`src/rtl/vita2000_pkg.sv`:
```
// Shared constants, state encoding and pixel helpers for the VITA2000 capture path.
package vita2000_pkg;

    localparam int LANES        = 4;
    localparam int RAW_W        = 10;
    localparam int PIX_W        = 8;
    localparam int PIX_PER_WORD = 8;
    localparam int COL_W        = 12;
    localparam int ROW_W        = 11;

    typedef enum logic [1:0] {
        WAIT_FRAME = 2'd0,
        WAIT_LINE  = 2'd1,
        IN_LINE    = 2'd2
    } state_t;

    // Keep the 8 MSBs of each 10-bit lane; lane 0 stays in the low byte.
    function automatic logic [LANES*PIX_W-1:0] trunc_beat(input logic [LANES*RAW_W-1:0] d);
        logic [LANES*PIX_W-1:0] r;
        r = '0;
        for (int i = 0; i < LANES; i++) begin
            r[PIX_W*i +: PIX_W] = d[RAW_W*i + (RAW_W-PIX_W) +: PIX_W];
        end
        return r;
    endfunction

    function automatic logic [COL_W-1:0] col_step(input logic [COL_W-1:0] c);
        logic [COL_W-1:0] top;
        top = '1;
        return (c > top - COL_W'(LANES)) ? top : c + COL_W'(LANES);
    endfunction

    function automatic logic [ROW_W-1:0] row_step(input logic [ROW_W-1:0] r);
        logic [ROW_W-1:0] top;
        top = '1;
        return (r == top) ? top : r + ROW_W'(1);
    endfunction

endpackage

```
`src/rtl/vita2000_window_ctr.sv`:
```
// Column/row position tracking for the incoming beat stream and the crop-window compare.
module vita2000_window_ctr
    import vita2000_pkg::*;
#(
    parameter int X_START = 0,
    parameter int Y_START = 0,
    parameter int WIDTH   = 640,
    parameter int HEIGHT  = 480
) (
    input  logic clock,
    input  logic reset_n,
    input  logic frame_sync,
    input  logic line_begin,
    input  logic prev_end,
    input  logic beat,
    input  logic line_finish,
    output logic keep,
    output logic row_keep,
    output logic last_col,
    output logic last_row
);

    localparam logic [COL_W:0]   X_LO     = (COL_W+1)'(X_START);
    localparam logic [COL_W:0]   X_HI     = (COL_W+1)'(X_START + WIDTH);
    localparam logic [ROW_W:0]   Y_LO     = (ROW_W+1)'(Y_START);
    localparam logic [ROW_W:0]   Y_HI     = (ROW_W+1)'(Y_START + HEIGHT);
    localparam logic [COL_W-1:0] COL_LAST = COL_W'(X_START + WIDTH - LANES);
    localparam logic [ROW_W-1:0] ROW_LAST = ROW_W'(Y_START + HEIGHT - 1);

    logic [COL_W-1:0] col_q, col_cur;
    logic [ROW_W-1:0] row_q, row_cur;
    logic             col_keep;

    // A line_start that arrives without a line_end closes the previous row first.
    always_comb begin
        col_cur  = line_begin ? '0 : col_q;
        row_cur  = frame_sync ? '0 : (prev_end ? row_step(row_q) : row_q);
        col_keep = ({1'b0, col_cur} >= X_LO) && ({1'b0, col_cur} < X_HI);
        row_keep = ({1'b0, row_cur} >= Y_LO) && ({1'b0, row_cur} < Y_HI);
        keep     = beat && col_keep && row_keep;
        last_col = (col_cur == COL_LAST);
        last_row = (row_cur == ROW_LAST);
    end

    always_ff @(posedge clock) begin
        if (!reset_n) begin
            col_q <= '0;
            row_q <= '0;
        end else begin
            col_q <= beat ? col_step(col_cur) : col_cur;
            row_q <= line_finish ? row_step(row_cur) : row_cur;
        end
    end

endmodule

```
`src/rtl/vita2000_pixel_packer.sv`:
```
// Crops the VITA2000 beat stream to a window, truncates pixels to 8 bits and
// packs two beats into one 64-bit frame-buffer write with a linear address.
//
//  state      | meaning
//  WAIT_FRAME | idle until frame_start; line traffic ignored
//  WAIT_LINE  | frame open, waiting for line_start with a valid beat
//  IN_LINE    | accepting beats of the current line
module vita2000_pixel_packer
    import vita2000_pkg::*;
#(
    parameter int X_START = 0,
    parameter int Y_START = 0,
    parameter int WIDTH   = 640,
    parameter int HEIGHT  = 480,
    parameter int AW      = 19
) (
    input  logic                         clock,
    input  logic                         reset_n,
    input  logic                         pix_valid,
    input  logic [LANES*RAW_W-1:0]       pix_data,
    input  logic                         frame_start,
    input  logic                         line_start,
    input  logic                         line_end,
    output logic [AW-1:0]                w_addr,
    output logic [PIX_PER_WORD*PIX_W-1:0] w_data,
    output logic                         we,
    output logic                         frame_done,
    output logic                         sync_error
);

    state_t                 state;
    logic                   half_q, full_q, par_q, done_pend;
    logic [LANES*PIX_W-1:0] pack_lo, beat_px;
    logic [AW-1:0]          wr_ptr, addr_base;

    logic restart_err, eff_in_line, line_begin, prev_end, beat, line_finish, line_reset;
    logic half_eff, complete, last_word, full_now, par_now, end_err;
    logic keep, row_keep, last_col, last_row;

    vita2000_window_ctr #(
        .X_START (X_START),
        .Y_START (Y_START),
        .WIDTH   (WIDTH),
        .HEIGHT  (HEIGHT)
    ) u_window_ctr (
        .clock       (clock),
        .reset_n     (reset_n),
        .frame_sync  (frame_start),
        .line_begin  (line_begin),
        .prev_end    (prev_end),
        .beat        (beat),
        .line_finish (line_finish),
        .keep        (keep),
        .row_keep    (row_keep),
        .last_col    (last_col),
        .last_row    (last_row)
    );

    // frame_start takes effect before any line event in the same cycle.
    always_comb begin
        restart_err = frame_start && (state != WAIT_FRAME);
        eff_in_line = (state == IN_LINE) && !frame_start;
        line_begin  = line_start && pix_valid && (frame_start || state != WAIT_FRAME);
        prev_end    = line_begin && eff_in_line;
        beat        = pix_valid && (line_begin || eff_in_line);
        line_finish = line_end && (line_begin || eff_in_line);
        line_reset  = frame_start || line_begin;
        half_eff    = line_reset ? 1'b0 : half_q;
        complete    = keep && half_eff;
        last_word   = complete && last_col && last_row;
        full_now    = (line_reset ? 1'b0 : full_q) || (complete && last_col);
        // An odd beat count inside a window row means a half word was left behind.
        par_now     = (line_reset ? 1'b0 : par_q) ^ beat;
        end_err     = line_finish && !last_word && row_keep && (!full_now || par_now);
        addr_base   = frame_start ? '0 : wr_ptr;
        beat_px     = trunc_beat(pix_data);
    end

    always_ff @(posedge clock) begin
        if (!reset_n) begin
            state      <= WAIT_FRAME;
            half_q     <= 1'b0;
            full_q     <= 1'b0;
            par_q      <= 1'b0;
            pack_lo    <= '0;
            wr_ptr     <= '0;
            w_addr     <= '0;
            w_data     <= '0;
            we         <= 1'b0;
            done_pend  <= 1'b0;
            frame_done <= 1'b0;
            sync_error <= 1'b0;
        end else begin
            we         <= complete;
            done_pend  <= last_word;
            frame_done <= done_pend;
            sync_error <= sync_error || restart_err || prev_end || end_err;
            if (keep && !half_eff) pack_lo <= beat_px;
            if (complete) begin
                w_data <= {beat_px, pack_lo};
                w_addr <= addr_base;
            end
            wr_ptr <= complete ? addr_base + AW'(1) : addr_base;
            half_q <= (line_finish || last_word) ? 1'b0 : (keep ? !half_eff : half_eff);
            full_q <= line_finish ? 1'b0 : full_now;
            par_q  <= line_finish ? 1'b0 : par_now;
            if (last_word)        state <= WAIT_FRAME;
            else if (line_finish) state <= WAIT_LINE;
            else if (line_begin)  state <= IN_LINE;
            else if (frame_start) state <= WAIT_LINE;
        end
    end

endmodule

```
`config.mk`:
```
export PLATFORM = sky130hd
export DESIGN_NAME = vita2000_pixel_packer
export DESIGN_NICKNAME = d
export VERILOG_FILES = /design/src/rtl/vita2000_pkg.sv /design/src/rtl/vita2000_window_ctr.sv /design/src/rtl/vita2000_pixel_packer.sv
export SDC_FILE = /design/constraint.sdc
export NUM_CORES = 1
export LEC_CHECK = 0
export CAP_MARGIN = 10
export CORE_UTILIZATION = 52
export DETAILED_ROUTE_END_ITERATION = 6
export PLACE_DENSITY = 0.79
export SKIP_CTS_REPAIR_TIMING = 1
export SLEW_MARGIN = 20
export SYNTH_ARGS = -nofsm -noshare
export SYNTH_HDL_FRONTEND = slang
export SYNTH_HIERARCHICAL = 1
export SYNTH_SLANG_ARGS = --single-unit
```
`constraint.sdc`:
```
create_clock -name clock -period 5.2 [get_ports clock]
set_clock_uncertainty 0.1 [all_clocks]
set_input_delay 0.78 -clock clock [delete_from_list [all_inputs] [get_ports clock]]
set_output_delay 0.78 -clock clock [all_outputs]
set_load 0.1 [all_outputs]
```
; Yosys cells after proc, flatten, opt, wreduce, memory -nomap -nowiden
; Cells that the tools add are included.
; W data, S select, Z words.
[word_totals]
reg_bits = 166
inputBits = 46
output_inout_bits = 86
word_cells = 82
[op_classes]
n_addsub = 4
order_cmp = 3
n_eq_ne = 5
mux = 17
n_bitwise = 2
n_reduce_logical = 36
[op_table]
columns = operator, count
row1 = $mux W11, 5
row2 = $mux W19, 2
row3 = $mux W12, 3
row4 = $add A11 B1 Y11 const B, 2
row5 = $eq A11 B11 Y1 const B, 2
row6 = $add A19 B1 Y19 const B, 1
row7 = $logic_and A1 B1 Y1, 16
row8 = $add A12 B3 Y12 const B, 1
row9 = $eq A12 B10 Y1 const B, 1
row10 = $gt A12 B12 Y1 const B, 1
row11 = $lt A12 B10 Y1 const B, 1
row12 = $eq A11 B9 Y1 const B, 1
row13 = $lt A11 B9 Y1 const B, 1
row14 = $logic_or A1 B1 Y1, 9
row15 = $reduce_or A2 Y1, 3
row16 = $mux W1, 5
row17 = $logic_not A1 Y1, 4
row18 = $mux W2, 2
row19 = $reduce_bool A2 Y1, 2
row20 = $reduce_bool A3 Y1, 1
row21 = $reduce_or A3 Y1, 1
row22 = $eq A2 B2 Y1 const B, 1
row23 = $not A1 Y1, 1
row24 = $xor A1 B1 Y1, 1

; Longest topological paths before layout
; Gate-level depths: netlist of run 1.
[depth]
depth_word = 16
depth_mapped = 17

; Modules after synthesis
; Netlist of run 1, hierarchy kept.
[modules_own_cells]
columns = module, n_inst, cells_per_inst, area_each_um2
row1 = vita2000_pixel_packer, 1, 550, 5439.0
row2 = vita2000_window_ctr, 1, 230, 1779.2

; Worst setup path before layout of run 1
; No wires, ideal clock.
[synth_timing]
kind = input -> register
start = in frame_start
end = reg wr_ptr[18]
setup_time_ns = 0.121
arrival_time_ns = 4.165
required_time_ns = 4.979
slack_ns = 0.814
stages = 16
path_buffers = 3
path_cell_list = clkbuf_1 -> buf_2 -> inv_1 -> nand2_1 -> nor2_1 -> and4_1 -> buf_4 -> a21oi_1 -> o21ai_0 -> a211oi_4 -> nor4b_1 -> ha_1 -> nand4_1 -> or4_4 -> nor3_1 -> mux2_2
[synth_between]
elab_chain_cells = 9
word_cells_on_any_way = 20
classes_between = add/sub (1) / order compare (2) / mux (6) / reduce/logical (11)
[synth_lines]
columns = element, line_no
row1 = from (decl), vita2000_pixel_packer.sv:21  ; input logic frame_start,
row2 = $logic_or A1 B1 Y1 or $logic_not A1 Y1 (tied branches), "vita2000_pixel_packer.sv:63, vita2000_pixel_packer.sv:62"
row3 = $logic_and A1 B1 Y1 (on tied branches), "vita2000_pixel_packer.sv:63, vita2000_pixel_packer.sv:62"
row4 = $logic_and A1 B1 Y1 (*), vita2000_pixel_packer.sv:64  ; prev_end = line_begin && eff_in_line;
row5 = named net prev_end, vita2000_pixel_packer.sv:36  ; logic restart_err, eff_in_line, line_begin, prev_end, beat, line_finish, line_reset;
row6 = $mux W11 (*) (2 in series), vita2000_window_ctr.sv:37  ; row_cur = frame_sync ? '0 : (prev_end ? row_step(row_q) : row_q);
row7 = $lt A11 B9 Y1 (*), vita2000_window_ctr.sv:39  ; row_keep = ({1'b0, row_cur} >= Y_LO) && ({1'b0, row_cur} < Y_HI);
row8 = $logic_and A1 B1 Y1 (*), vita2000_window_ctr.sv:40  ; keep = beat && col_keep && row_keep;
row9 = named net keep, vita2000_pixel_packer.sv:38  ; logic keep, row_keep, last_col, last_row;
row10 = $logic_and A1 B1 Y1 (*), vita2000_pixel_packer.sv:69  ; complete = keep && half_eff;
row11 = named net complete, vita2000_pixel_packer.sv:37  ; logic half_eff, complete, last_word, full_now, par_now, end_err;
row12 = $mux W19 (*), vita2000_pixel_packer.sv:103  ; wr_ptr <= complete ? addr_base + AW'(1) : addr_base;
row13 = to (signal assigned), vita2000_pixel_packer.sv:103
row14 = to (decl), vita2000_pixel_packer.sv:34  ; logic [AW-1:0] wr_ptr, addr_base;
; The timed path passes the listed nets; every way through them passes the cells marked *.
; A chain may end at the register's enable or synchronous reset.

; Worst setup path after layout of run 1
[layout_timing]
start = in pix_valid
end = reg wr_ptr[17]
[layout_between]
elab_chain_cells = 9
word_cells_on_any_way = 16
classes_between = order compare (2) / mux (5) / reduce/logical (9)
[layout_lines]
columns = element, line_no
row1 = from (decl), vita2000_pixel_packer.sv:19  ; input logic pix_valid,
row2 = $logic_and A1 B1 Y1 (2 in series), vita2000_pixel_packer.sv:63  ; line_begin = line_start && pix_valid && (frame_start || state != WAIT_FRAME);
row3 = $logic_and A1 B1 Y1, vita2000_pixel_packer.sv:64
row4 = named net prev_end, vita2000_pixel_packer.sv:36
row5 = $mux W11 (2 in series), vita2000_window_ctr.sv:37
row6 = $lt A11 B9 Y1, vita2000_window_ctr.sv:39
row7 = $logic_and A1 B1 Y1, vita2000_window_ctr.sv:40
row8 = named net keep, vita2000_pixel_packer.sv:38
row9 = $logic_and A1 B1 Y1, vita2000_pixel_packer.sv:69
row10 = named net complete, vita2000_pixel_packer.sv:37
row11 = $mux W19, vita2000_pixel_packer.sv:103
; The timed path passes the listed nets, and every way through them passes these cells.

==> results summary, run 1 <==
The sequential power share came out at 48.2%. The proportion of netlist area held by the largest area contributor came out at 46.0%. The average via count per standard cell is approximately 5.5. At the later pin of the worst-skew pair, clock insertion delay measures roughly 0.42 ns. The worst setup margin is about 0.65 ns. The initial utilization of the core area, before any placement, comes to roughly 54%.

The cell area after placement came out at 8620 sq um. The number of search-and-repair iterations in the first detailed-routing pass is 6. The cell-internal power came out at 2.09 mW. Global routing used 24.7% of the available tracks. The min-delay analysis places its worst path in the category flip-flop to flip-flop. The floorplan die area is 14400 sq um. The Yosys warning count came out at 6. The post-synthesis sequential element count came out at 166.

In this run the static leakage power is 3.20 nW. Among cell families on the critical path, the largest total delay comes from simple AND/OR/NAND/NOR gates. The portion of the clock cycle consumed by the worst path in the final layout is 87.4%. Once layout is done, the placed cells without fillers occupy 9200 sq um.

Walking the worst path, the cells encountered are clkdlybuf4s50_1 > nand3b_1 > nor2_1 > nand4_1 > nor3_1 > mux2i_1 > a211oi_4 > nor4b_1 > buf_4 > ha_4 > and4_1 > nand4_1 > or4_2 > a21oi_1. After global routing the overflow that remains totals 0. Routability-driven placement finished with a final weighted congestion of 0.917. The max-slew violation count is 0. The slew at the pin closest to its max-slew limit came out at 1.05 ns.

The post-route total power is approximately 2.7 mW. In this run, the clock network consumes 46.1% of the power. The placeable core area came out at 13400 sq um. The most instantiated flip-flop cell in the synthesis netlist is sky130_fd_sc_hd__dfxtp_1. The die width came out at 120 microns. Dividing the synthesized area by the synthesized cell count gives 9.25 sq um. The fraction of power consumed by combinational cells came out at 5.6%. The dominant cell type by area after synthesis is sky130_fd_sc_hd__dfxtp_1. The maximum number of pins on one net before global-route repair is between 100 and 150. The maximum fanout encountered on the critical timing path is 7. The utilization after layout is 68.7%. No sink is reached through more buffers than the 2 on the longest clock path. The cell that appears most often on the critical path is sky130_fd_sc_hd__nand4_1.

The critical path in this run is classified as input pin to flip-flop. The power per cell area came out at ~290 nW/um^2. The number of flops mapped to enable cells by yosys came out at 0. The proportion of synthesized flip-flops having asynchronous set or reset came out at 0%. The overall via count from detail_route is around 6000. The number of global-route vias before repair came to slightly below 6000.

The required time at the endpoint of the critical path came out at 5.45 ns. The clock tree from TritonCTS is yes. The standard-cell row count came out at between 40 and 50.

Setup repair after global routing left no endpoint under its margin. The count of buffer and inverter cells on the critical path came out at 2. The flow ran to the end, and the final reports show no timing, DRC or antenna violations. The post-detailed-routing wire length is between 15000 and 20000 microns. The tree is rooted in a sky130_fd_sc_hd__clkbuf_16. The part of the Yosys area used for sequential elements is 46.0%. The relative max-transition margin is ~30%.

The hold violation total from the final report is 0. The repair_antennas step left the layout with diodes totalling 0. The count of cell types in the netlist came out at 68.

The post-detailed-route DRC marker count came out at 0. The cell count after synthesis came out at 780. The post-layout net count is 941. The first global-routing pass estimated 28100 microns of wire. After synthesis the cells add up to 7220 sq um.

STA classifies the critical path endpoint as a flip-flop. The post-synthesis net count came out at approximately 830. The number of antenna violations at the first check in global routing came to 0. The total negative slack is 0 ns.

The proportion of layout cells with a drive suffix above 1 is about 6.7%. The clock tree synthesis step divided the H-tree into 4 levels. The pre-CTS worst setup slack is 0.241 ns. The final instance count without filler cells came out at 1077. The number of nets with antenna violations after detailed routing came out at 0. The clock-pin slew on the worst setup and hold paths is 0.06 ns. Data on the critical path arrives at its endpoint at approximately 4.8 ns. The vertical die dimension is 120 microns. The largest stage delay on the critical path is roughly 0.63 ns.

Summed over all nets, the half-perimeter wirelength after detailed placement is 11600 microns. The TritonCTS sink count came out at 166. The total of buffers placed on input and output ports is 123. The number of max-cap violations came out at 0. Sorting the synthesized cells by area gives the leading types as sky130_fd_sc_hd__dfxtp_1 (46%), sky130_fd_sc_hd__mux2i_1 (15%), sky130_fd_sc_hd__nor2_1 (8.6%), sky130_fd_sc_hd__a21oi_1 (2.4%), sky130_fd_sc_hd__nor2b_1 (2.4%).

STA classifies the critical path startpoint as an input pin. Derived from the worst setup path, the maximum achievable clock frequency is around 220 MHz. Counting the buffers created by CTS gives 17. The total instance count after detailed placement is about 1000.

The analysis attributes to net switching a power of between 0.6 and 0.7 mW. The average wire per standard cell is approximately 16 microns. For the finished layout, the period the worst path requires is ~4.5 ns. In the synthesized netlist, the cells that appear most often are sky130_fd_sc_hd__dfxtp_1 (166), sky130_fd_sc_hd__nor2_1 (166), sky130_fd_sc_hd__mux2i_1 (111), sky130_fd_sc_hd__a21oi_1 (35), sky130_fd_sc_hd__nor2b_1 (28). Across the VDD grid, the largest voltage drop is 0.228 mV. The total I/O pin count came out at 132. The minimum hold slack came out at 0.374 ns.

The detailed router finished its first iteration with around 360 violations. The fraction of power spent switching nets came out at 22.5%. The cell at the slowest stage of the critical path is sky130_fd_sc_hd__or4_2. The count of final setup violators came out at 0. The area growth from synthesis to layout is 27.5%.
==> flip-flops by register name, indices dropped and copies added (netlist names) <==
| name | cells |
|---|---|
| done_pend | 1 |
| frame_done | 1 |
| full_q | 1 |
| half_q | 1 |
| pack_lo | 32 |
| par_q | 1 |
| state | 2 |
| sync_error | 1 |
| u_window_ctr/col_q | 12 |
| u_window_ctr/row_q | 11 |
| w_addr | 19 |
| w_data | 64 |
| we | 1 |
| wr_ptr | 19 |
==> per-layer routing <==
layer / track usage, % / up-vias / wire (microns)
met2: 40.9 / 167 / 8320
met3: 8.70 / 23 / 1220
met5: 0 / - / 0
met4: 9.69 / 0 / 300
li1: - / 2934 / -
met1: 29.1 / 2849 / 7420
==> placed cells by master, fill, tap and decap left out, types with 17 or more instances in the layout <==
cell                              count
sky130_fd_sc_hd__nand3_1             17
sky130_fd_sc_hd__clkbuf_16           17
sky130_fd_sc_hd__mux2i_1            111
sky130_fd_sc_hd__nor2_1             166
sky130_fd_sc_hd__dfxtp_1            166
sky130_fd_sc_hd__a21oi_1             35
sky130_fd_sc_hd__nand4_1             18
sky130_fd_sc_hd__nand2_1             23
sky130_fd_sc_hd__nor2b_1             28
sky130_fd_sc_hd__clkdlybuf4s50_1    123
==> area by class of cell <==
cell class / count / area, sq um
multi-input combinational: 555 / 3670
timing repair buffer: 134 / 1350
inverter: 14 / 53.8
clock buffer: 22 / 464
fill: 1024 / 4200
clock inverter: 10 / 120
tap: 176 / 220
sequential: 166 / 3320
==> power groups by stage <==
stage / logic (mW) / clock network (mW) / registers (mW)
after floorplan: 0.0779 / 0 / 1.34
after global placement: 0.148 / 0 / 1.33
after detailed placement: 0.153 / 0 / 1.33
after CTS: 0.153 / 1.27 / 1.30
after global routing: 0.165 / 1.31 / 1.30
final: 0.152 / 1.24 / 1.30
==> logic make-up after synthesis <==
logic type	count (synthesis)	share of synthesized area (%)
AOI/OAI and AO/OA	94	8.86
and+or+nand+nor	314	21.5
muxes	113	15.7
buffers and inverters	59	3.36
DFF	166	46.0
adders and majority gates	7	1.21
xor gates and xnor gates	27	3.28
==> worst paths after layout <==
kind                                            start          to  slack [ns]  cells past startpoint
worst max-delay path                        pix_valid  wr_ptr[17]        0.65                     14
worst min-delay path                        done_pend  frame_done        0.37                      1
worst min register to register              done_pend  frame_done        0.37                      1
worst max register to register  u_window_ctr/row_q[0]  wr_ptr[17]        1.08                     12
==> worst register-to-register path, stage by stage (launching register included) <==
cell	delay [ns]
sky130_fd_sc_hd__dfxtp_1	0.47
sky130_fd_sc_hd__ha_1	0.41
sky130_fd_sc_hd__and4_1	0.38
sky130_fd_sc_hd__a21oi_1	0.12
sky130_fd_sc_hd__o21ai_0	0.34
sky130_fd_sc_hd__a211oi_4	0.12
sky130_fd_sc_hd__nor4b_1	0.34
sky130_fd_sc_hd__buf_4	0.19
sky130_fd_sc_hd__ha_4	0.19
sky130_fd_sc_hd__and4_1	0.28
sky130_fd_sc_hd__nand4_1	0.30
sky130_fd_sc_hd__or4_2	0.63
sky130_fd_sc_hd__a21oi_1	0.16
Note: power is estimated with default switching activity, not from simulation.
==> run 2, diff against run 1 <==
Settings changed: CORE_ASPECT_RATIO from default to 0.9, CORE_UTILIZATION 52 to 50, PLACE_DENSITY 0.79 to 0.77, SLEW_MARGIN 20 to 10.
==> run 2 against run 1 <==
Effect of this change: power is 0.11% lower; wire length shrank 5.8%; critical path type unchanged; highest routed layer unchanged; register-to-register slack hardly changed; hold slack got worse by 0.033 ns; sequential share of layout area shrank 0.10 points.
==> results summary, run 2 (synthesis gave the netlist of run 1 again) <==
Result of the run: completed (unchanged). The number of H-tree levels is 4 (unchanged). The number of max-cap violations is 0 (unchanged). The weighted congestion at the end of routability-driven global placement came to 0.888 (was 0.917). The slew at the pin closest to its max-slew limit came out at 1.04 ns (was 1.05 ns). The required time at the endpoint of the critical path is 5.45 ns (about the same). The number of search-and-repair iterations in the first detailed-routing pass is 6 (unchanged). The total global routing overflow is 0 (unchanged).

The max-slew violation count was 0 (unchanged). The critical path start-end classification was input pin to flip-flop (unchanged). The floorplan die area came out at 14900 sq um (was 14400 sq um). The class of the tightest hold or removal check is flip-flop to flip-flop (unchanged).

The number of antenna violations at the first check in global routing is 0 (unchanged). The category of the worst setup path capture point is a flip-flop (unchanged). The worst supply voltage drop on vdd came out at 0.239 mV (was 0.228 mV).

The vertical die dimension is 116 microns (was 120 microns). The flop-to-flop setup slack is 1.07 ns (was 1.08 ns). The count of final setup violators came to 0 (unchanged). The portion of the clock cycle consumed by the worst path in the final layout is 86.5% (was 87.4%). The worst hold path cell count came to 1 (unchanged). The post-detailed-routing wire length is 16300 microns (was 17300 microns).

The clock-pin slew on the worst setup and hold paths came to 0.07 ns (was 0.06 ns). The global-route total usage across every layer is 22.7% (was 24.7%). The hold violation total from the final report is 0 (unchanged). The overall via count from detail_route came out at 5799 (was 5973).

The achievable frequency is 222 MHz (was 220 MHz). The wire length of the first global-routing pass was 26700 microns (was 28100 microns). The post-detailed-placement half-perimeter wirelength came to 10800 microns (was 11600 microns).

The destination of the worst register-to-register timing path is wr_ptr[17] (unchanged). The total I/O pin count came out at 132 (unchanged). The total negative slack is 0 ns (unchanged).

The layout-stage area growth over the synthesis result came out at 27.8% (was 27.5%). The maximum fanout encountered on the critical timing path was 7 (unchanged). Largest registers: w_data x64, pack_lo x32 (unchanged).

The standard-cell row count was 41 (was 42). The cell leakage power is 3.20 nW (about the same). Commonest cells after routing, fill and taps aside: sky130_fd_sc_hd__nor2_1 (166), sky130_fd_sc_hd__dfxtp_1 (166), sky130_fd_sc_hd__clkdlybuf4s50_1 (123) (unchanged). The TritonCTS buffer count came out at 17 (unchanged). The worst setup margin came out at 0.704 ns (was 0.655 ns). The total of buffers placed on input and output ports came out at 123 (unchanged). The number of fillers in the final layout came out at 1199 (was 1024).

The worst-case reg-to-reg path depth came to 12 (unchanged). The worst-skew pair later-pin latency was 0.42 ns (about the same). The post-route minimum period was 4.50 ns (was 4.55 ns). The critical path launch point type is an input pin (unchanged). The launch instance of the worst register-to-register path is u_window_ctr/row_q[0] (unchanged). The post-detailed-route DRC marker count is 0 (unchanged).

The summed area of non-filler cells in the final layout was 9230 sq um (was 9200 sq um). The end point of the most critical hold path is frame_done (unchanged). The proportion of layout cells with a drive suffix above 1 is 6.99% (was 6.66%). The power per cell area came out at 292 nW/um^2 (was 293 nW/um^2).

The area taken by multi-input logic gates is 3670 sq um (unchanged). The flip-flop count of the largest register, all copies and words added is 64 (unchanged). The arrival time at the worst endpoint came to 4.75 ns (was 4.79 ns). The maximum number of pins on one net before global-route repair came to 92 (was 109). Setup repair after global routing missed its margin: false (unchanged). The cell area after placement came out at 8640 sq um (was 8620 sq um). The average wire per standard cell is 14.9 microns (was 16.0 microns).

The number of buffers on the longest clock path was 2 (unchanged). The utilization after layout is 65.6% (was 68.7%). The diode insertion count for antenna repair is 0 (unchanged).

The post-route total power is 2.70 mW (about the same). The start point of the worst hold path was done_pend (unchanged). The pre-CTS worst setup slack came out at 0.311 ns (was 0.241 ns).

The post-layout net count is 941 (unchanged). The relative max-transition margin came out at 30.3% (was 30.0%). The area used by sequential logic in the layout came out at 3320 sq um (unchanged). The die width is 129 microns (was 120 microns). The number of global-route vias before repair came out at 5470 (was 5798). The initial core utilization came to 51.4% (was 53.9%).

The TritonCTS sink count came out at 166 (unchanged). The number of nets with antenna violations after detailed routing came to 0 (unchanged). The placeable core area came out at 14100 sq um (was 13400 sq um). The register name with the most flops was w_data (unchanged).

The average via count per standard cell was 5.30 (was 5.55). The initial DRC count is 349 (was 362). The clock tree from TritonCTS is yes (unchanged).

The cell chosen for the clock root was sky130_fd_sc_hd__clkbuf_16 (unchanged).
run 2: changes by cell type in the layout (fill, tap and decap cells not counted):
| cell | before | now |
|---|---|---|
| sky130_fd_sc_hd__clkinv_2 | 3 | 1 |
| sky130_fd_sc_hd__bufinv_16 | 2 | 1 |
| sky130_fd_sc_hd__inv_4 | 0 | 1 |
| sky130_fd_sc_hd__inv_8 | 0 | 3 |
| sky130_fd_sc_hd__clkinvlp_4 | 2 | 3 |
| sky130_fd_sc_hd__clkinv_4 | 1 | 2 |
| sky130_fd_sc_hd__clkbuf_1 | 3 | 0 |
run 2: power breakdown:
group	leakage [nW]	internal, mW	total, mW	switching, mW
sequential	1.34	1.29	1.30	0.0122
clock	0.282	0.699	1.24	0.543
combinational	1.57	0.0650	0.152	0.0874
total	3.20	2.05	2.70	0.642
run 2: how the worst max path moves through the flow:
stage / to / slack (ns) / cells past startpoint / startpoint
2_1_floorplan: wr_ptr[18] / 0.81 / 16 / frame_start
3_3_place_gp: wr_ptr[17] / 0.30 / 15 / frame_start
3_5_place_dp: w_addr[4] / 0.31 / 15 / frame_start
4_1_cts: wr_ptr[17] / 0.73 / 15 / frame_start
5_1_grt: wr_ptr[17] / 0.31 / 15 / frame_start
6_report: wr_ptr[17] / 0.70 / 15 / frame_start
run 2: cell type report:
class | count | area share (%)
clock buffers | 19 | 4.91
clock inverters | 13 | 1.46
inverters | 14 | 0.597
multi-input cells | 555 | 39.7
flip-flops and latches | 166 | 36.0
well taps | 193 | 2.62
repair buffers | 134 | 14.6
run 2: layer usage:
layer	track usage, %	vias up	routed length [microns]
li1	-	2933	-
met1	28.9	2706	7520
met2	34.5	142	7160
met3	9.70	18	1340
met4	7.45	0	248
met5	0	-	0
run 2: worst max-delay path, stage by stage:
cell and delay (ns):
sky130_fd_sc_hd__clkdlybuf4s50_1 0.42, sky130_fd_sc_hd__inv_1 0.18, sky130_fd_sc_hd__nand2_1 0.10, sky130_fd_sc_hd__nor2_1 0.21, sky130_fd_sc_hd__nand4_1 0.18, sky130_fd_sc_hd__nor3_1 0.21, sky130_fd_sc_hd__mux2i_1 0.46, sky130_fd_sc_hd__a211oi_4 0.07
sky130_fd_sc_hd__nor4b_1 0.39, sky130_fd_sc_hd__buf_4 0.20, sky130_fd_sc_hd__ha_4 0.16, sky130_fd_sc_hd__and4_1 0.27, sky130_fd_sc_hd__nand4_1 0.31, sky130_fd_sc_hd__or4_2 0.63, sky130_fd_sc_hd__a21oi_1 0.16
run 2: stage by stage:
step / std cells / hold slack (ns)
finish: 1094 / 0.341
global route: 1094 / 0.365
CTS: 1094 / 0.341
floorplan: 780 / 0.312
detailed placement: 1062 / 0.323
global placement: 1062 / 0.322
==> run 3, diff against run 2 <==
Settings changed: CORE_UTILIZATION 50 to 35, DONT_BUFFER_PORTS from default to 1, PLACE_DENSITY 0.77 to default.
==> run 3 against run 2 <==
Effect of this change: clock power up 3%; first-iteration DRC count up 5.2%; global-route usage down 6.6 points; hold slack worse by 0.0068 ns; wire length up 0.93%; cell area down 12%; final cell count down 5.3%; largest cell class unchanged; largest power group unchanged.
==> results summary, run 3 (synthesis gave the netlist of run 1 again) <==
The required time at the endpoint of the critical path was 5.41 ns (was 5.45 ns). The max-slew violation count is 0 (unchanged). The wire length of the first global-routing pass came out at 27400 microns (was 26700 microns). The total negative slack came out at 0 ns (unchanged). The power dissipated by switching net loads is 0.674 mW (was 0.642 mW).

Commonest cells after routing, fill and taps aside: sky130_fd_sc_hd__nor2_1 (166), sky130_fd_sc_hd__dfxtp_1 (166), sky130_fd_sc_hd__mux2i_1 (111) (was sky130_fd_sc_hd__nor2_1 (166), sky130_fd_sc_hd__dfxtp_1 (166), sky130_fd_sc_hd__clkdlybuf4s50_1 (123)). The count of buffer and inverter cells on the critical path came to 1 (was 3). The post-route minimum period came out at 3.97 ns (was 4.50 ns). The number of max-cap violations is 0 (unchanged).

The fraction of power consumed by combinational cells was 3.3% (was 5.7%). The worst supply voltage drop on vdd came out at 0.204 mV (was 0.239 mV). The post-detailed-placement half-perimeter wirelength is 10900 microns (was 10800 microns). The flip-flop count of the largest register, all copies and words added came out at 64 (unchanged).

The maximum number of pins on one net before global-route repair is 94 (was 92). The TritonCTS buffer count came out at 17 (unchanged). The number of antenna violations at the first check in global routing is 0 (unchanged). The number of fillers in the final layout came to 1990 (was 1199).

The average wire per standard cell came to 15.8 microns (was 14.9 microns). The portion of total power attributed to the clock network is 47.7% (was 46.1%). The weighted congestion at the end of routability-driven global placement is 0.882 (was 0.888). The standard-cell row count came to 49 (was 41).

The maximum fanout encountered on the critical timing path is 11 (was 7). The count of final setup violators came out at 0 (unchanged). Worst-path cell chain: ha_1 > and4_1 > a21oi_1 > o21ai_0 > a211oi_4 > nor4b_1 > buf_4 > ha_4 > nand4_1 > or4_4 > nor3_1 > mux2_2 (was clkdlybuf4s50_1 > inv_1 > nand2_1 > nor2_1 > nand4_1 > nor3_1 > mux2i_1 > a211oi_4 > nor4b_1 > buf_4 > ha_4 > and4_1 > nand4_1 > or4_2 > a21oi_1). The summed area of non-filler cells in the final layout came out at 8120 sq um (was 9230 sq um).

The number of nets with antenna violations after detailed routing was 0 (unchanged). The class of the tightest hold or removal check is flip-flop to flip-flop (unchanged). The vertical die dimension came out at 138 microns (was 116 microns). The diode insertion count for antenna repair came out at 0 (unchanged).

The average via count per standard cell is 5.20 (was 5.30). The portion of the clock cycle consumed by the worst path in the final layout is 76.3% (was 86.5%). The post-detailed-routing wire length came out at 16400 microns (was 16300 microns). The register name with the most flops is w_data (unchanged). The critical path launch point type was a flip-flop (was input pin). The post-detailed-route DRC marker count came to 0 (unchanged). The cell chosen for the clock root is sky130_fd_sc_hd__clkbuf_16 (unchanged).

The die width was 153 microns (was 129 microns). The initial DRC count came to 367 (was 349). The initial core utilization came to 35.9% (was 51.4%). Largest registers: w_data x64, pack_lo x32 (unchanged). The cell area after placement is 7490 sq um (was 8640 sq um). The slew at the pin closest to its max-slew limit is 1.04 ns (about the same). The category of the worst setup path capture point is a flip-flop (unchanged). The total of buffers placed on input and output ports is 0 (was 123).

The total I/O pin count is 132 (unchanged). The number of H-tree levels was 4 (unchanged). The placeable core area came out at 20100 sq um (was 14100 sq um). The clock tree from TritonCTS is yes (unchanged). The proportion of layout cells with a drive suffix above 1 was 8.45% (was 6.99%). The overall via count from detail_route came out at 5388 (was 5799). The power per cell area is 331 nW/um^2 (was 292 nW/um^2).

The floorplan die area was 21200 sq um (was 14900 sq um). The family of cells with the greatest summed delay on the critical path was simple AND/OR/NAND/NOR gates (unchanged). The number of global-route vias before repair is 5236 (was 5470).

The layout-stage area growth over the synthesis result is 12.5% (was 27.8%). The fraction of power spent switching nets came to 25.1% (was 23.8%). The arrival time at the worst endpoint came out at 4.18 ns (was 4.75 ns). The post-layout net count is 821 (was 941). The largest stage delay on the critical path is 0.59 ns (was 0.63 ns).

The achievable frequency is 252 MHz (was 222 MHz). The TritonCTS sink count was 166 (unchanged). The cell leakage power came out at 2.79 nW (was 3.20 nW). The number of buffers on the longest clock path is 2 (unchanged). The cell-internal power is 2.01 mW (was 2.05 mW). Result of the run: completed (unchanged). The worst-skew pair later-pin latency is 0.43 ns (was 0.42 ns). The sequential power share is 49.0% (was 48.3%). The number of search-and-repair iterations in the first detailed-routing pass came out at 5 (was 6). Setup repair after global routing missed its margin: false (unchanged). The clock-pin slew on the worst setup and hold paths came out at 0.07 ns (about the same). The global-route total usage across every layer is 16.1% (was 22.7%). The relative max-transition margin was 30.7% (was 30.3%). The cell at the slowest stage of the critical path is sky130_fd_sc_hd__or4_4 (was sky130_fd_sc_hd__or4_2). The hold violation total from the final report is 0 (unchanged).

The total global routing overflow is 0 (unchanged). The critical path start-end classification is flip-flop to flip-flop (was input pin to flip-flop).
[run 3: cell count changes in the layout (fill, tap and decap cells not counted), sizes merged]
cell / delta
clkdlybuf4s50: -123
buf: +3
clkinvlp: -3
clkinv: +8
clkbuf: -2
inv: -3
[run 3: power by group through the flow]
stage / Combinational [mW] / Clock [mW] / Sequential [mW]
after floorplan: 0.0779 / 0 / 1.34
after global placement: 0.0888 / 0 / 1.35
after detailed placement: 0.0898 / 0 / 1.35
after CTS: 0.0899 / 1.32 / 1.32
after global routing: 0.0998 / 1.37 / 1.32
final: 0.0886 / 1.28 / 1.32
[run 3: final cells by class]
| type | instances | area, sq um | share of cell area (%) |
|---|---|---|---|
| Clock inverter | 15 | 196 | 2.42 |
| Inverter | 14 | 55.1 | 0.678 |
| Multi-Input combinational cell | 555 | 3670 | 45.2 |
| Clock buffer | 17 | 425 | 5.24 |
| Tap cell | 255 | 319 | 3.93 |
| Timing Repair Buffer | 14 | 130 | 1.60 |
| Sequential cell | 166 | 3320 | 40.9 |
[run 3: worst reg2reg max path, stage by stage, from the launching register on]
cell and delay [ns]:
sky130_fd_sc_hd__dfxtp_1 0.50, sky130_fd_sc_hd__ha_1 0.43, sky130_fd_sc_hd__and4_1 0.28, sky130_fd_sc_hd__a21oi_1 0.10, sky130_fd_sc_hd__o21ai_0 0.31, sky130_fd_sc_hd__a211oi_4 0.11
sky130_fd_sc_hd__nor4b_1 0.33, sky130_fd_sc_hd__buf_4 0.19, sky130_fd_sc_hd__ha_4 0.19, sky130_fd_sc_hd__nand4_1 0.19, sky130_fd_sc_hd__or4_4 0.59, sky130_fd_sc_hd__nor3_1 0.18
sky130_fd_sc_hd__mux2_2 0.35
[run 3: through the flow]
step	instances	hold slack, ns	power, mW	utilization (%)	setup slack [ns]
2_1_floorplan	780	0.312	1.42	-	0.814
3_3_place_gp	1004	0.318	1.43	37.3	0.891
3_5_place_dp	1004	0.324	1.44	37.3	0.843
4_1_cts	1036	0.319	2.72	40.4	1.25
5_1_grt	1036	0.314	2.79	40.4	0.968
6_report	1036	0.334	2.69	40.4	1.23
[run 3: path summary, 6_finish.rpt]
| kind | startpoint | endpoint | slack [ns] | depth (start not counted) |
|---|---|---|---|---|
| worst min-delay path | done_pend | frame_done | 0.33 | 1 |
| worst max register to register | u_window_ctr/row_q[0] | wr_ptr[18] | 1.23 | 12 |
| worst min register to register | done_pend | frame_done | 0.33 | 1 |
| worst max-delay path | u_window_ctr/row_q[0] | wr_ptr[18] | 1.23 | 12 |
[run 3: layer usage]
layer / vias up / GRT usage (%) / part of all wire, %
met5: - / 0 / 0
met4: 0 / 5.00 / 1.4
met3: 12 / 6.30 / 7.6
met2: 146 / 25.2 / 44
met1: 2537 / 20.3 / 47
li1: 2693 / - / -
